[config.mk]
export PLATFORM = sky130hd
export DESIGN_NAME = msrv32_instr_queue_mux
export DESIGN_NICKNAME = d
export VERILOG_FILES = /design/src/rtl/msrv32_pkg.sv /design/src/rtl/msrv32_instr_fields.sv /design/src/rtl/msrv32_instr_queue_mux.sv
export SDC_FILE = /design/constraint.sdc
export NUM_CORES = 1
export LEC_CHECK = 0
export BUFFER_PORTS_ARGS = -buffer_cell sky130_fd_sc_hd__buf_2
export CAP_MARGIN = 25
export CORE_MARGIN = 8
export CORE_UTILIZATION = 50
export CTS_CLUSTER_SIZE = 16
export DETAILED_ROUTE_END_ITERATION = 6
export PLACE_DENSITY_LB_ADDON = 0.08
export SETUP_SLACK_MARGIN = 0.05
export SLEW_MARGIN = 10
export SYNTH_ARGS = -nofsm -noshare
export SYNTH_HDL_FRONTEND = slang
export SYNTH_SLANG_ARGS = --single-unit
[constraint.sdc]
create_clock -name ms_riscv32_mp_clk_in -period 3.4 [get_ports ms_riscv32_mp_clk_in]
set_clock_uncertainty 0.05 [all_clocks]
set_input_delay 0.51 -clock ms_riscv32_mp_clk_in [delete_from_list [all_inputs] [get_ports ms_riscv32_mp_clk_in]]
set_output_delay 0.51 -clock ms_riscv32_mp_clk_in [all_outputs]
set_load 0.05 [all_outputs]
[src/rtl/msrv32_pkg.sv]
// rtl/msrv32_pkg.sv - shared instruction encoding constants for the msrv32 front end
package msrv32_pkg;

  localparam logic [31:0] NOP_ENC = 32'h0000_0013;

  localparam int OPCODE_LSB = 0;
  localparam int RD_LSB     = 7;
  localparam int FUNCT3_LSB = 12;
  localparam int RS1_LSB    = 15;
  localparam int RS2_LSB    = 20;
  localparam int CSR_LSB    = 20;
  localparam int FUNCT7_LSB = 25;
  localparam int INSTR_LSB  = 7;

  localparam int OPCODE_W = 7;
  localparam int FUNCT3_W = 3;
  localparam int FUNCT7_W = 7;
  localparam int REG_W    = 5;
  localparam int CSR_W    = 12;
  localparam int INSTR_W  = 25;

endpackage

[src/rtl/msrv32_instr_fields.sv]
// rtl/msrv32_instr_fields.sv - combinational splitter of a 32-bit instruction into decode fields
module msrv32_instr_fields
  import msrv32_pkg::*;
(
  input  logic [31:0]         instr_in,
  output logic [OPCODE_W-1:0] opcode_out,
  output logic [FUNCT3_W-1:0] funct3_out,
  output logic [FUNCT7_W-1:0] funct7_out,
  output logic [REG_W-1:0]    rs1addr_out,
  output logic [REG_W-1:0]    rs2addr_out,
  output logic [REG_W-1:0]    rdaddr_out,
  output logic [CSR_W-1:0]    csr_addr_out,
  output logic [INSTR_W-1:0]  instr_out
);

  assign opcode_out   = instr_in[OPCODE_LSB +: OPCODE_W];
  assign funct3_out   = instr_in[FUNCT3_LSB +: FUNCT3_W];
  assign funct7_out   = instr_in[FUNCT7_LSB +: FUNCT7_W];
  assign rs1addr_out  = instr_in[RS1_LSB    +: REG_W];
  assign rs2addr_out  = instr_in[RS2_LSB    +: REG_W];
  assign rdaddr_out   = instr_in[RD_LSB     +: REG_W];
  assign csr_addr_out = instr_in[CSR_LSB    +: CSR_W];
  assign instr_out    = instr_in[INSTR_LSB  +: INSTR_W];

endmodule

[src/rtl/msrv32_instr_queue_mux.sv]
// rtl/msrv32_instr_queue_mux.sv - instruction/PC queue feeding decode with NOP substitution on flush or empty
module msrv32_instr_queue_mux
  import msrv32_pkg::*;
#(
  parameter int          DEPTH     = 4,
  parameter int          PC_W      = 32,
  parameter logic [31:0] NOP_INSTR = NOP_ENC
) (
  input  logic                       ms_riscv32_mp_clk_in,
  input  logic                       ms_riscv32_mp_rst_n_in,
  input  logic                       flush_in,
  input  logic [31:0]                instr_in,
  input  logic [PC_W-1:0]            pc_in,
  input  logic                       instr_valid_in,
  output logic                       instr_ready_out,
  input  logic                       dec_ready_in,
  output logic                       dec_valid_out,
  output logic [OPCODE_W-1:0]        opcode_out,
  output logic [FUNCT3_W-1:0]        funct3_out,
  output logic [FUNCT7_W-1:0]        funct7_out,
  output logic [REG_W-1:0]           rs1addr_out,
  output logic [REG_W-1:0]           rs2addr_out,
  output logic [REG_W-1:0]           rdaddr_out,
  output logic [CSR_W-1:0]           csr_addr_out,
  output logic [INSTR_W-1:0]         instr_out,
  output logic [PC_W-1:0]            pc_out,
  output logic                       bubble_out,
  output logic [$clog2(DEPTH+1)-1:0] count_out
);

  localparam int PTR_W = $clog2(DEPTH);
  localparam int CNT_W = $clog2(DEPTH+1);
  localparam int ENT_W = 32 + PC_W;
  localparam logic [CNT_W-1:0] FULL_CNT = CNT_W'(DEPTH);

  logic [ENT_W-1:0] r_mem [DEPTH];
  logic [PTR_W-1:0] r_wr_ptr;
  logic [PTR_W-1:0] r_rd_ptr;
  logic [CNT_W-1:0] r_count;

  logic             w_push;
  logic             w_pop;
  logic [ENT_W-1:0] w_head;
  logic [31:0]      w_sel;

  // Ready depends only on registered occupancy and flush, never on dec_ready_in.
  assign dec_valid_out   = (r_count != '0) & ~flush_in;
  assign instr_ready_out = (r_count != FULL_CNT) & ~flush_in;
  assign bubble_out      = ~dec_valid_out;
  assign count_out       = r_count;

  assign w_push = instr_valid_in & instr_ready_out;
  assign w_pop  = dec_valid_out & dec_ready_in;

  assign w_head = r_mem[r_rd_ptr];
  assign w_sel  = dec_valid_out ? w_head[ENT_W-1:PC_W] : NOP_INSTR;
  assign pc_out = dec_valid_out ? w_head[PC_W-1:0] : '0;

  always_ff @(posedge ms_riscv32_mp_clk_in) begin
    if (w_push) begin
      r_mem[r_wr_ptr] <= {instr_in, pc_in};
    end
  end

  always_ff @(posedge ms_riscv32_mp_clk_in or negedge ms_riscv32_mp_rst_n_in) begin
    if (!ms_riscv32_mp_rst_n_in) begin
      r_wr_ptr <= '0;
      r_rd_ptr <= '0;
      r_count  <= '0;
    end else if (flush_in) begin
      r_wr_ptr <= '0;
      r_rd_ptr <= '0;
      r_count  <= '0;
    end else begin
      if (w_push) begin
        r_wr_ptr <= r_wr_ptr + PTR_W'(1);
      end
      if (w_pop) begin
        r_rd_ptr <= r_rd_ptr + PTR_W'(1);
      end
      case ({w_push, w_pop})
        2'b10:   r_count <= r_count + CNT_W'(1);
        2'b01:   r_count <= r_count - CNT_W'(1);
        default: r_count <= r_count;
      endcase
    end
  end

  msrv32_instr_fields u_fields (
    .instr_in     (w_sel),
    .opcode_out   (opcode_out),
    .funct3_out   (funct3_out),
    .funct7_out   (funct7_out),
    .rs1addr_out  (rs1addr_out),
    .rs2addr_out  (rs2addr_out),
    .rdaddr_out   (rdaddr_out),
    .csr_addr_out (csr_addr_out),
    .instr_out    (instr_out)
  );

endmodule

# Yosys cells after proc, flatten, opt, wreduce, memory -nomap -nowiden
# Memories as Yosys holds them, arrays and structs flattened.
# Index checks and enable logic that the tools add are counted.
# word_totals
register_bits,7
latchBits,0
mem_bits_rw,256
romBits,0
input_bits,69
out_inout_bits,107
word_cells,31
memories,1
# mem_list
name,words,word_bits,read_ports,rd_clocked_by_memory_dff,wr,line_no,source
r_mem,4,64,1,0,1,msrv32_instr_queue_mux.sv:36,logic [ENT_W-1:0] r_mem [DEPTH];
# classes
add_sub_neg,4
n_mul,0
n_div,0
n_lt_le_gt_ge,0
eq_ne,3
n_shift,0
mux,10
bitwise,6
n_reduce_logical,4
# ops
operator,n
32-bit two-way mux,2
2-bit two-way mux,4
3-bit case mux with 2 select lines,1
3-bit nonzero test,2
"2-bit by 1-bit adder with 2-bit output, second input constant",2
1-bit AND,4
2-bit nonzero test,2
"3-bit by 1-bit adder with 3-bit output, second input constant",1
3-bit two-way mux,1
"3-bit inequality test, second input constant",1
"3-bit by 1-bit subtractor with 3-bit output, second input constant",1
"2-bit by 1-bit == test with 1-bit output, second input constant",1
"2-bit == test, second input constant",1
1-bit two-way mux,2
1-bit inverter,2

# Depth between registers and ports, before layout
# Gate-level depths: netlist of the first run.
# logic_depth
ltp_word,6
depth_mapped,9
depth_no_buf,7

# By module
# Synthesis of the first run repeated with hierarchy kept, for this count alone.
# hier_totals
hier_cells,542
hier_area_um2,10750.3
# modules_own_cells
module,n_inst,cells_each,area_each_um2,seq_area_each_um2
msrv32_instr_queue_mux,1,473,10232.3,7862.5
msrv32_instr_fields,1,69,518.0,0.0

# Least setup slack after synthesis of the first run
# No wires, ideal clock.
# synth_path
kind,register to register
from,"register r_count[0], in the netlist count_out[0]"
to,"memory r_mem[0][0] (netlist name), enable pin"
setup_time_ns,0.429
t_arrival_ns,2.787
t_required_ns,2.921
path_slack_ns,0.135
path_stages_with_launch,6
n_path_buf,2
period_less_slack_ns,3.265
path_cell_list,dfrtp_1 > buf_6 > or3b_1 > and3b_1 > buf_2 > and2_1
# synth_via
elab_chain_cells,5
# synth_rtl
element,line_no,source
from (decl),msrv32_instr_queue_mux.sv:39,logic [CNT_W-1:0] r_count;
from (signal assigned),msrv32_instr_queue_mux.sv:82,2'b10: r_count <= r_count + CNT_W'(1);
from (signal assigned),msrv32_instr_queue_mux.sv:83,2'b01: r_count <= r_count - CNT_W'(1);
from (signal assigned),msrv32_instr_queue_mux.sv:84,default: r_count <= r_count;
3-bit inequality test,msrv32_instr_queue_mux.sv:48,assign instr_ready_out = (r_count != FULL_CNT) & ~flush_in;
1-bit AND,msrv32_instr_queue_mux.sv:48,
1-bit AND,msrv32_instr_queue_mux.sv:52,assign w_push = instr_valid_in & instr_ready_out;
1-bit two-way mux,msrv32_instr_queue_mux.sv:60,if (w_push) begin
1-bit two-way mux (not written as such),msrv32_instr_queue_mux.sv:61,"r_mem[r_wr_ptr] <= {instr_in, pc_in};"
to (decl),msrv32_instr_queue_mux.sv:36,
# Every way passes these cells.

# Final worst setup path of the first run
# layout_path
from,register r_rd_ptr[0]
to,output port opcode_out[4]
# layout_via
elab_chain_cells,2
# layout_rtl
element,line_no,source
from (decl),msrv32_instr_queue_mux.sv:38,logic [PTR_W-1:0] r_rd_ptr;
from (signal assigned),msrv32_instr_queue_mux.sv:79,r_rd_ptr <= r_rd_ptr + PTR_W'(1);
memory read 4 x 64 bit,n/a,
32-bit two-way mux,msrv32_instr_queue_mux.sv:56,assign w_sel = dec_valid_out ? w_head[ENT_W-1:PC_W] : NOP_INSTR;
to (decl),msrv32_instr_queue_mux.sv:18,"output logic [OPCODE_W-1:0] opcode_out,"
# Every way passes these cells.

==> results.py, run 1 <==
metrics = {
    "routing": {
        "drc": 0,
        "antenna_left": 0,
        "wl_mm": 20.16,
        "vias_per_cell": 5.342,
        "dr.pass1.iters": 5,
        "routedWlPerCell_um": 20.98,
        "vias": 5134,
        "drtIter0Drc": 324,
    },
    "layout": {
        "nets": 738,
        "utilization_pct": 59.40,
        "drive_gt1_share_pct": 43.50,
        "area_growth_pct": 17.55,
        "final_cells": 961,
    },
    "grt": {
        "grt_pass1_wl_mm": 31.43,
        "grt_pass1_vias": 5537,
        "antenna_found_initial": 5,
        "grt_max_degree": 52,
        "grt_util_all_layers_pct": 15.40,
        "grt_overflow_total": 0,
    },
    "pwr": {
        "switching_share_pct": 25.91,
        "power.internal_mw": 5.703,
        "p_switching_mw": 1.994,
        "p_clk_share_pct": 35.9,
        "seqPwrFrac_pct": 48.5,
        "power_mw": 7.698,
        "comb_power_share_pct": 15.7,
        "p_per_area_nw_per_um2": 622.4,
        "vdd_drop_max_uv": 428.2,
        "p_leak_nw": 4.354,
    },
    "timing": {
        "fin_crit_sh_pct": 86.78,
        "hold_viol_final": 0,
        "rsz0062_at_grt": "no",
        "finalSetupViolations": 0,
        "min_period_ns": 2.951,
        "hold_ws_ns": 0.1504,
        "timing.slew.headroom_pct": 63.20,
        "tightest_slew_ns": 0.5520,
        "fmax_mhz": 338.9,
        "setup_tns_ns": 0,
        "final_max_slew_viol_count": 0,
    },
    "critical_path": {
        "critPathLaunchType": "flip-flop",
        "worstSetupEndpointType": "primary output",
        "worstPathRequired_ns": 2.84,
        "worst-setup-path-type": "flip-flop to primary output",
        "r2r-end": "count_out[2]",
        "reg2reg_slack_ns": 0.69,
        "worstPathArrival_ns": 2.39,
        "r2r_cells": 7,
        "r2r-start": "count_out[0]",
        "crit_fanout": 32,
    },
    "logic_synthesis": {
        "synth_nets": 586,
        "ys_ff_latch": 263,
        "syn_area_um2": 10520,
        "synthCells": 512,
        "synth_area_per_cell_um2": 20.55,
        "yosysUniqueCellTypes": 36,
        "yosysWarnings": 0,
        "ys_seq_area_share_pct": 74.73,
    },
    "floorplanning": {
        "die_w_um": 161.1,
        "placementRows": 53,
        "die-area_um2": 25940,
        "num_io_pins": 176,
        "fp.dieH_um": 161.1,
        "initial_core_util_pct": 50.53,
        "coreArea_um2": 20820,
    },
    "worst_hold_path": {
        "whs_endpoint": "r_mem[3][26]",
        "hp-start": "pc_in[26]",
        "hold_depth": 1,
        "hp-class": "primary input to flip-flop",
    },
    "clocking": {
        "cts_tree": "done",
        "clock_latency_ns": 0.52,
        "cts_buffers": 28,
        "postCtsSetupBuffers": 0,
        "cts.path.max_buffers": 3,
        "htreeDepth": 1,
        "cts-root-buf": "clkbuf_16",
        "clkTransAtPathRegs_ns": 0.06,
        "clock_sinks": 263,
    },
    "placement": {
        "port_buffers": 175,
        "placed_cells": 908,
        "gp_congestion": 0.7328,
        "dp_hpwl_mm": 12.14,
    },
    "run": {
        "cap_violations": 0,
    },
    "outcome": {
        "status": "finished, final reports clean",
    },
}
==> layer usage <==
metal  vias to the layer above  part of all wire [%]  GRT usage (%)
met5                         -                  0.23              0
met4                         8                   1.3          3.241
met3                        29                   7.2          4.530
met2                       177                    52          26.91
met1                      2622                    40          18.66
li1                       2298                     -              -
==> kinds of logic after synthesis <==
family,Yosys count,synth area share (%)
adders and majority gates,5,0.6660
DFF,263,74.73
muxes,64,13.70
buffers and inverters,68,4.222
and+or+nand+nor,92,5.280
xor gates and xnor gates,5,0.4163
AOI/OAI and AO/OA,15,0.9869
==> area by class of cell <==
class,instances,area (um2)
multi-input cells,181,2232
clock inverters,19,106.4
well taps,275,344.1
clock buffers,32,737.0
repair buffers,186,1061
flip-flops and latches,263,7870
diodes,1,2.502
fillers,1570,8454
inverters,4,15.01
==> how the worst max path moves through the flow <==
stage                             from  cells past startpoint             to
after floorplan           count_out[0]                      5    r_mem[0][0]
after global placement    count_out[0]                      7   count_out[2]
after detailed placement  count_out[0]                      7   count_out[2]
after CTS                  r_rd_ptr[0]                      4  opcode_out[0]
after global routing       r_rd_ptr[0]                      4  opcode_out[4]
final                      r_rd_ptr[0]                      4  opcode_out[4]
==> registers in the layout (all words and copies together), names as in the netlist <==
register,count
r_rd_ptr,2
count_out,3
r_wr_ptr,2
r_mem,256
==> cell usage after synthesis <==
cell | count | area, um2
xor2_1 | 3 | 26.28
ha_1 | 4 | 50.05
nor3_1 | 1 | 5.000
or3_1 | 1 | 6.260
mux4_2 | 64 | 1441
or3b_1 | 1 | 8.760
buf_6 | 1 | 11.26
a31oi_1 | 1 | 6.260
nor2b_1 | 62 | 387.9
xnor2_1 | 2 | 17.52
buf_2 | 16 | 80.08
o211ai_1 | 2 | 15.01
inv_1 | 4 | 15.01
nand3_1 | 3 | 15.01
buf_4 | 43 | 322.8
edfxtp_1 | 256 | 7687
and2_1 | 4 | 25.02
dfrtp_1 | 7 | 175.2
nand2b_1 | 1 | 6.260
or2_2 | 3 | 18.77
a21oi_1 | 4 | 20.02
o21bai_2 | 1 | 11.26
o21ai_0 | 3 | 15.01
a21o_1 | 2 | 15.01
or2_1 | 1 | 6.260
nor2_2 | 1 | 6.260
a2111oi_0 | 1 | 8.760
o31ai_2 | 1 | 12.51
nand2_1 | 4 | 15.01
fa_1 | 1 | 20.02
nor4_1 | 1 | 6.260
or4b_1 | 1 | 10.01
clkbuf_1 | 4 | 15.01
nor3b_1 | 1 | 7.510
and3b_1 | 1 | 8.760
nor2_1 | 6 | 22.52
==> placed cells by master (no fill, tap or decap), types with 2 or more instances in the layout <==
| master | Yosys | final |
|---|---|---|
| a21o_1 | 2 | 2 |
| a21oi_1 | 4 | 4 |
| and2_4 | 0 | 4 |
| buf_12 | 0 | 8 |
| buf_2 | 16 | 175 |
| buf_4 | 43 | 2 |
| clkbuf_1 | 4 | 3 |
| clkbuf_16 | 0 | 29 |
| clkinv_1 | 0 | 11 |
| clkinv_2 | 0 | 7 |
| dfrtp_1 | 7 | 5 |
| dfrtp_4 | 0 | 2 |
| edfxtp_1 | 256 | 256 |
| ha_1 | 4 | 4 |
| inv_1 | 4 | 4 |
| mux4_2 | 64 | 64 |
| nand2_1 | 4 | 4 |
| nand3_1 | 3 | 3 |
| nor2_1 | 6 | 6 |
| nor2b_1 | 62 | 62 |
| o211ai_1 | 2 | 2 |
| o21ai_0 | 3 | 3 |
| or2_2 | 3 | 3 |
| xnor2_1 | 2 | 2 |
| xor2_1 | 3 | 3 |
==> through the flow <==
step / setup slack (ns) / area [um2]
global placement: 0.8238 / 11510
finish: 0.4494 / 12370
global route: 0.3263 / 12370
floorplan: 0.1346 / 10520
CTS: 0.3863 / 12370
detailed placement: 0.7237 / 11510
==> power by group through the flow <==
stage	Clock, mW	Sequential (mW)	Combinational (mW)
after global routing	2.95	3.74	1.29
final	2.76	3.73	1.21
after floorplan	0	3.79	0.966
after detailed placement	0	3.80	1.23
after global placement	0	3.79	1.22
after CTS	2.83	3.73	1.23
==> critical path, stage by stage (launching register included) <==
cell and delay [ns]:
dfrtp_4 0.51, buf_12 0.30, mux4_2 0.56, or2_2 0.28, buf_2 0.21
==> what timing repair did <==
action                                 4_1_cts  5_1_grt
hold buffers                                 1        0
resized for setup                            0        0
setup endpoints to repair                    0        0
endpoints found under the hold margin        7        0
Note: power is estimated with default switching activity, not from simulation.
==> run 2: changes to the inputs <==
--- a/config.mk
+++ b/config.mk
@@ -5,6 +5,7 @@
 export SDC_FILE = /design/constraint.sdc
 export NUM_CORES = 1
 export LEC_CHECK = 0
+export ABC_AREA = 1
 export BUFFER_PORTS_ARGS = -buffer_cell sky130_fd_sc_hd__buf_2
 export CAP_MARGIN = 25
 export CORE_MARGIN = 8
==> results.py, run 2 <==
metrics = {
    "pwr": {
        "p_per_area_nw_per_um2": 828.6,
        "p_leak_nw": 4.669,
        "vdd_drop_max_uv": 484.7,
    },
    "worst_hold_path": {
        "hold_depth": 1,
        "hp-start": "instr_in[29]",
        "whs_endpoint": "r_mem[2][61]",
        "hp-class": "primary input to flip-flop",
    },
    "run": {
        "cap_violations": 0,
    },
    "logic_synthesis": {
        "synth.most_common_cell": "nor2_1",
        "synth_common_cells": "nor2_1 (261), edfxtp_1 (256), o21ai_0 (128)",
        "synth.area.mux_share_pct": 0,
        "synth_area_leaders": "edfxtp_1 (72%), nor2_1 (9.2%), o21ai_0 (6.0%)",
        "synth_top_cell_by_area": "edfxtp_1",
        "async_flop_share_pct": 2.662,
        "yosysWarnings": 0,
        "synth_edf_count": 256,
        "synthSimpleGateAreaFrac_pct": 10.66,
        "synth_xor_xnor_area_share_pct": 0.08191,
        "ys.flop_type": "edfxtp_1",
        "yosysUniqueCellTypes": 26,
        "syn_area_um2": 10690,
        "ys_ff_latch": 263,
        "synth_nets": 925,
        "netlist.area_leader.share_pct": 71.89,
        "synth_top_family_by_area": "simple AND/OR/NAND/NOR gates",
        "synthCells": 851,
        "synth_compound_area_share_pct": 9.209,
        "ys_seq_area_share_pct": 73.53,
        "synth_fa_ha_area_share_pct": 0.6553,
        "synth_area_per_cell_um2": 12.56,
    },
    "routing": {
        "vias_per_cell": 5.218,
        "wl_mm": 23.58,
        "vias": 6710,
        "dr.pass1.iters": 4,
        "antenna_left": 0,
        "routedWlPerCell_um": 18.34,
        "drc": 0,
        "drtIter0Drc": 368,
    },
    "critical_path": {
        "critical_path.max_stage_delay_ns": 0.61,
        "crit_buf_inv": 3,
        "slowest_stage": "dfrtp_2",
        "worstPathArrival_ns": 2.54,
        "crit_family": "buffers and inverters",
        "worstSetupEndpointType": "primary output",
        "r2r_cells": 13,
        "worstPathRequired_ns": 2.84,
        "worst-setup-path-type": "flip-flop to primary output",
        "reg2reg_slack_ns": 0.93,
        "crit_fanout": 35,
        "r2r-start": "count_out[0]",
        "r2r-end": "count_out[2]",
        "cp_cell_sequence": "inv_2 > buf_12 > nor2_1 > o21ai_0 > a21oi_1 > buf_2",
        "critPathLaunchType": "flip-flop",
    },
    "clocking": {
        "clkTransAtPathRegs_ns": 0.06,
        "cts_tree": "done",
        "clock_sinks": 263,
        "htreeDepth": 1,
        "cts_buffers": 27,
        "cts-root-buf": "clkbuf_16",
        "clock_latency_ns": 0.52,
        "postCtsSetupBuffers": 0,
        "cts_resized": 0,
        "cts.path.max_buffers": 3,
        "postCtsHoldBufs": 1,
    },
    "layout": {
        "diodes": 0,
        "area_growth_pct": 16.02,
        "final_cells": 1286,
        "final_cell_mix": "nor2_1 (257), edfxtp_1 (256), buf_2 (175)",
        "mostFrequentLayoutCell": "nor2_1",
        "nets": 1065,
        "largest_reg_flops": 256,
        "regMostFlops": "r_mem",
        "drive_gt1_share_pct": 24.43,
        "fin_area_um2": 12410,
    },
    "floorplanning": {
        "die_w_um": 162.2,
        "fp.dieH_um": 162.2,
        "placementRows": 53,
        "coreArea_um2": 21020,
        "die-area_um2": 26320,
        "initial_core_util_pct": 50.87,
        "num_io_pins": 176,
    },
    "timing": {
        "min_period_ns": 3.100,
        "fmax_mhz": 322.6,
        "setup_tns_ns": 0,
        "fin_crit_sh_pct": 91.18,
        "hold_viol_final": 0,
        "timing.slew.headroom_pct": 57.35,
        "setup_slack_ns": 0.2998,
        "tightest_slew_ns": 0.6388,
        "finalSetupViolations": 0,
        "final_max_slew_viol_count": 0,
        "rsz0062_at_grt": "no",
    },
    "placement": {
        "port_buffers": 175,
        "dp_hpwl_mm": 13.83,
        "placed_cell_area_um2": 11560,
        "place_ws_ns": 0.8215,
        "gp_congestion": 0.7247,
        "placed_cells": 1236,
    },
    "grt": {
        "grt_max_degree": 72,
        "grt_overflow_total": 0,
        "grt_util_all_layers_pct": 17.49,
        "grt_pass1_wl_mm": 36.37,
        "grt_pass1_vias": 6721,
        "antenna_found_initial": 1,
    },
    "outcome": {
        "status": "finished, final reports clean",
    },
}
-- run 2: where the power goes --
part           switching (mW)  internal [mW]  total [mW]  leakage, nW
logic                    2.80          0.768        3.57         1.86
registers               0.113           3.80        3.91         2.41
clock network            1.14           1.66        2.80        0.396
total                    4.05           6.23        10.3         4.67
-- run 2: cells by family (layout without fill, tap and decap cells) --
kind of cell,count (synthesis),after routing
and+or+nand+nor,290,290
DFF,263,263
AOI/OAI and AO/OA,194,194
buffers and inverters,98,258
adders and majority gates,5,5
xor gates and xnor gates,1,1
-- run 2: layout make-up --
type / instances / area [um2]
Inverter: 14 / 56.30
Fill cell: 1719 / 8616
Multi-Input combinational cell: 490 / 2233
Timing Repair Buffer: 195 / 1066
Clock buffer: 42 / 752.0
Clock inverter: 7 / 86.33
Tap cell: 275 / 344.1
Sequential cell: 263 / 7868
-- run 2: per-stage QoR --
step	power, mW	hold WS (ns)	utilization, %
after floorplan	6.943	0.1644	-
after global placement	7.575	0.3184	54.98
after detailed placement	7.596	0.3164	54.98
after CTS	10.40	0.1288	59.01
after global routing	10.77	0.1347	59.01
final	10.28	0.1553	59.01
-- run 2: per-layer routing --
layer	GRT usage [%]	vias up	routed length (um)
li1	-	3235	-
met1	21.17	3274	9938
met2	31.14	165	11880
met3	3.670	34	1376
met4	4.503	2	379
met5	0	-	9
-- run 2: worst max-delay path by stage --
stage	startpoint	to	slack, ns	cells after the start
after detailed placement	flush_in	funct7_out[2]	0.82	6
after CTS	r_rd_ptr[1]	pc_out[28]	0.26	6
after global placement	r_rd_ptr[0]	opcode_out[0]	0.83	5
after floorplan	count_out[0]	r_mem[0][0]	-0.90	4
after global routing	r_rd_ptr[1]	pc_out[15]	0.12	6
final	r_rd_ptr[1]	pc_out[15]	0.30	6
==> run 3: changes to the inputs <==
--- a/config.mk
+++ b/config.mk
@@ -5,10 +5,9 @@
 export SDC_FILE = /design/constraint.sdc
 export NUM_CORES = 1
 export LEC_CHECK = 0
-export ABC_AREA = 1
+export ABC_AREA = 0
 export BUFFER_PORTS_ARGS = -buffer_cell sky130_fd_sc_hd__buf_2
 export CAP_MARGIN = 25
-export CORE_MARGIN = 8
 export CORE_UTILIZATION = 50
 export CTS_CLUSTER_SIZE = 16
 export DETAILED_ROUTE_END_ITERATION = 6
==> results.py, run 3 (synthesized netlist as in run 1, its figures left out) <==
metrics = {
    "run": {
        "cap_violations": 0,
    },
    "critical_path": {
        "worstSetupEndpointType": "primary output",
        "critPathLaunch": "r_rd_ptr[0]",
        "slowest_stage": "dfrtp_4",
        "critical_path.max_stage_delay_ns": 0.69,
        "crit_fanout": 21,
        "reg2reg_slack_ns": 0.65,
        "r2r-start": "count_out[0]",
        "worstPathRequired_ns": 2.84,
        "worstPathArrival_ns": 2.54,
        "worst-setup-path-type": "flip-flop to primary output",
        "critPathLaunchType": "flip-flop",
        "cp_cell_sequence": "buf_4 > mux4_2 > nor2b_1 > buf_2",
    },
    "placement": {
        "place_ws_ns": 0.6862,
        "gp_congestion": 0.6906,
        "dp_hpwl_mm": 11.31,
        "port_buffers": 175,
    },
    "pwr": {
        "p_per_area_nw_per_um2": 625.1,
        "power_mw": 7.726,
        "vdd_drop_max_uv": 418.3,
        "p_leak_nw": 4.342,
    },
    "floorplanning": {
        "placementRows": 52,
        "fp.dieH_um": 147.1,
        "die-area_um2": 21630,
        "initial_core_util_pct": 51.50,
        "die_w_um": 147.1,
        "num_io_pins": 176,
        "coreArea_um2": 20430,
    },
    "worst_hold_path": {
        "hp-class": "primary input to flip-flop",
        "hp-start": "pc_in[20]",
    },
    "routing": {
        "wl_mm": 18.95,
        "dr.pass1.iters": 4,
        "vias": 5111,
        "drc": 0,
        "antenna_left": 0,
        "drtIter0Drc": 237,
        "routedWlPerCell_um": 19.76,
        "vias_per_cell": 5.330,
    },
    "timing": {
        "tightest_slew_ns": 0.5557,
        "finalSetupViolations": 0,
        "min_period_ns": 3.104,
        "timing.slew.headroom_pct": 62.95,
        "fmax_mhz": 322.2,
        "setup_tns_ns": 0,
        "final_max_slew_viol_count": 0,
        "rsz0062_at_grt": "no",
        "hold_viol_final": 0,
        "fin_crit_sh_pct": 91.29,
        "setup_slack_ns": 0.2960,
    },
    "layout": {
        "largest_reg_flops": 256,
        "final_cell_mix": "edfxtp_1 (256), buf_2 (175), mux4_2 (64)",
        "regMostFlops": "r_mem",
        "drive_gt1_share_pct": 43.57,
        "mostFrequentLayoutCell": "edfxtp_1",
        "nets": 737,
        "utilization_pct": 60.50,
        "area_growth_pct": 17.47,
    },
    "clocking": {
        "cts.path.max_buffers": 3,
        "clock_sinks": 263,
        "cts_buffers": 27,
        "clock_latency_ns": 0.51,
        "clkTransAtPathRegs_ns": 0.06,
        "htreeDepth": 1,
        "cts-root-buf": "clkbuf_16",
        "cts_tree": "done",
    },
    "grt": {
        "grt_max_degree": 36,
        "grt_util_all_layers_pct": 17.86,
        "antenna_found_initial": 3,
        "grt_pass1_vias": 5317,
        "grt_overflow_total": 0,
        "grt_pass1_wl_mm": 29.10,
    },
    "outcome": {
        "status": "finished, final reports clean",
    },
}
==> run 3: changes by cell type in the layout (fill, tap and decap cells not counted), moves of 5 or more <==
cell	delta
nor2_1	-251
a21oi_1	-58
nor2b_1	+62
nand3_1	-5
o21ai_0	-125
buf_4	-12
inv_1	-5
nand2_1	-8
mux4_2	+64
diode_2	+5
nor2_4	-5
==> run 3: per-stage QoR <==
stage	cell area [um2]	hold WS (ns)	std cells
after detailed placement	11480	0.3062	903
after floorplan	10520	0.1644	512
after global placement	11480	0.3059	903
final	12360	0.1474	959
after CTS	12350	0.1254	954
after global routing	12350	0.1281	955
==> run 3: area by class of cell <==
type,instances,area [um2]
fillers,1528,8070
flip-flops and latches,263,7870
multi-input cells,181,2232
repair buffers,186,1036
clock buffers,36,709.4
well taps,270,337.8
clock inverters,14,146.4
inverters,4,15.01
diodes,5,12.51
==> run 3: report_power, final <==
group	total (mW)	leakage (nW)	switching (mW)	internal, mW
Clock	2.81	0.416	1.12	1.69
Combinational	1.16	1.51	0.769	0.395
Sequential	3.75	2.41	0.0639	3.69
==> run 3: final timing paths <==
kind / endpoint / depth (start not counted)
min: r_mem[2][20] / 1
max in group asynchronous: r_rd_ptr[0] / 2
max: pc_out[12] / 4
min in group asynchronous: count_out[1] / 2
max reg2reg: count_out[2] / 7
min reg2reg: r_wr_ptr[1] / 2
==> run 3: layer usage <==
layer | global-route usage [%] | part of all wire [%] | vias up
li1 | - | - | 2309
met1 | 23.18 | 41 | 2599
met2 | 30.47 | 50 | 177
met3 | 3.913 | 7.0 | 26
met4 | 5.103 | 1.8 | 0
met5 | 0 | 0 | -
==> run 3: timing repair <==
action                                 CTS  global route
gates resized for setup                  0             0
hold buffers                             1             0
buffers inserted                         0             0
endpoints found under the hold margin    7             0
==> run 3: critical path, delay by kind of cell, from the launching register on <==
family,cells,cell delay (ns)
flops,1,0.69
mux,1,0.54
simple gates,1,0.16
buf+inv,2,0.62
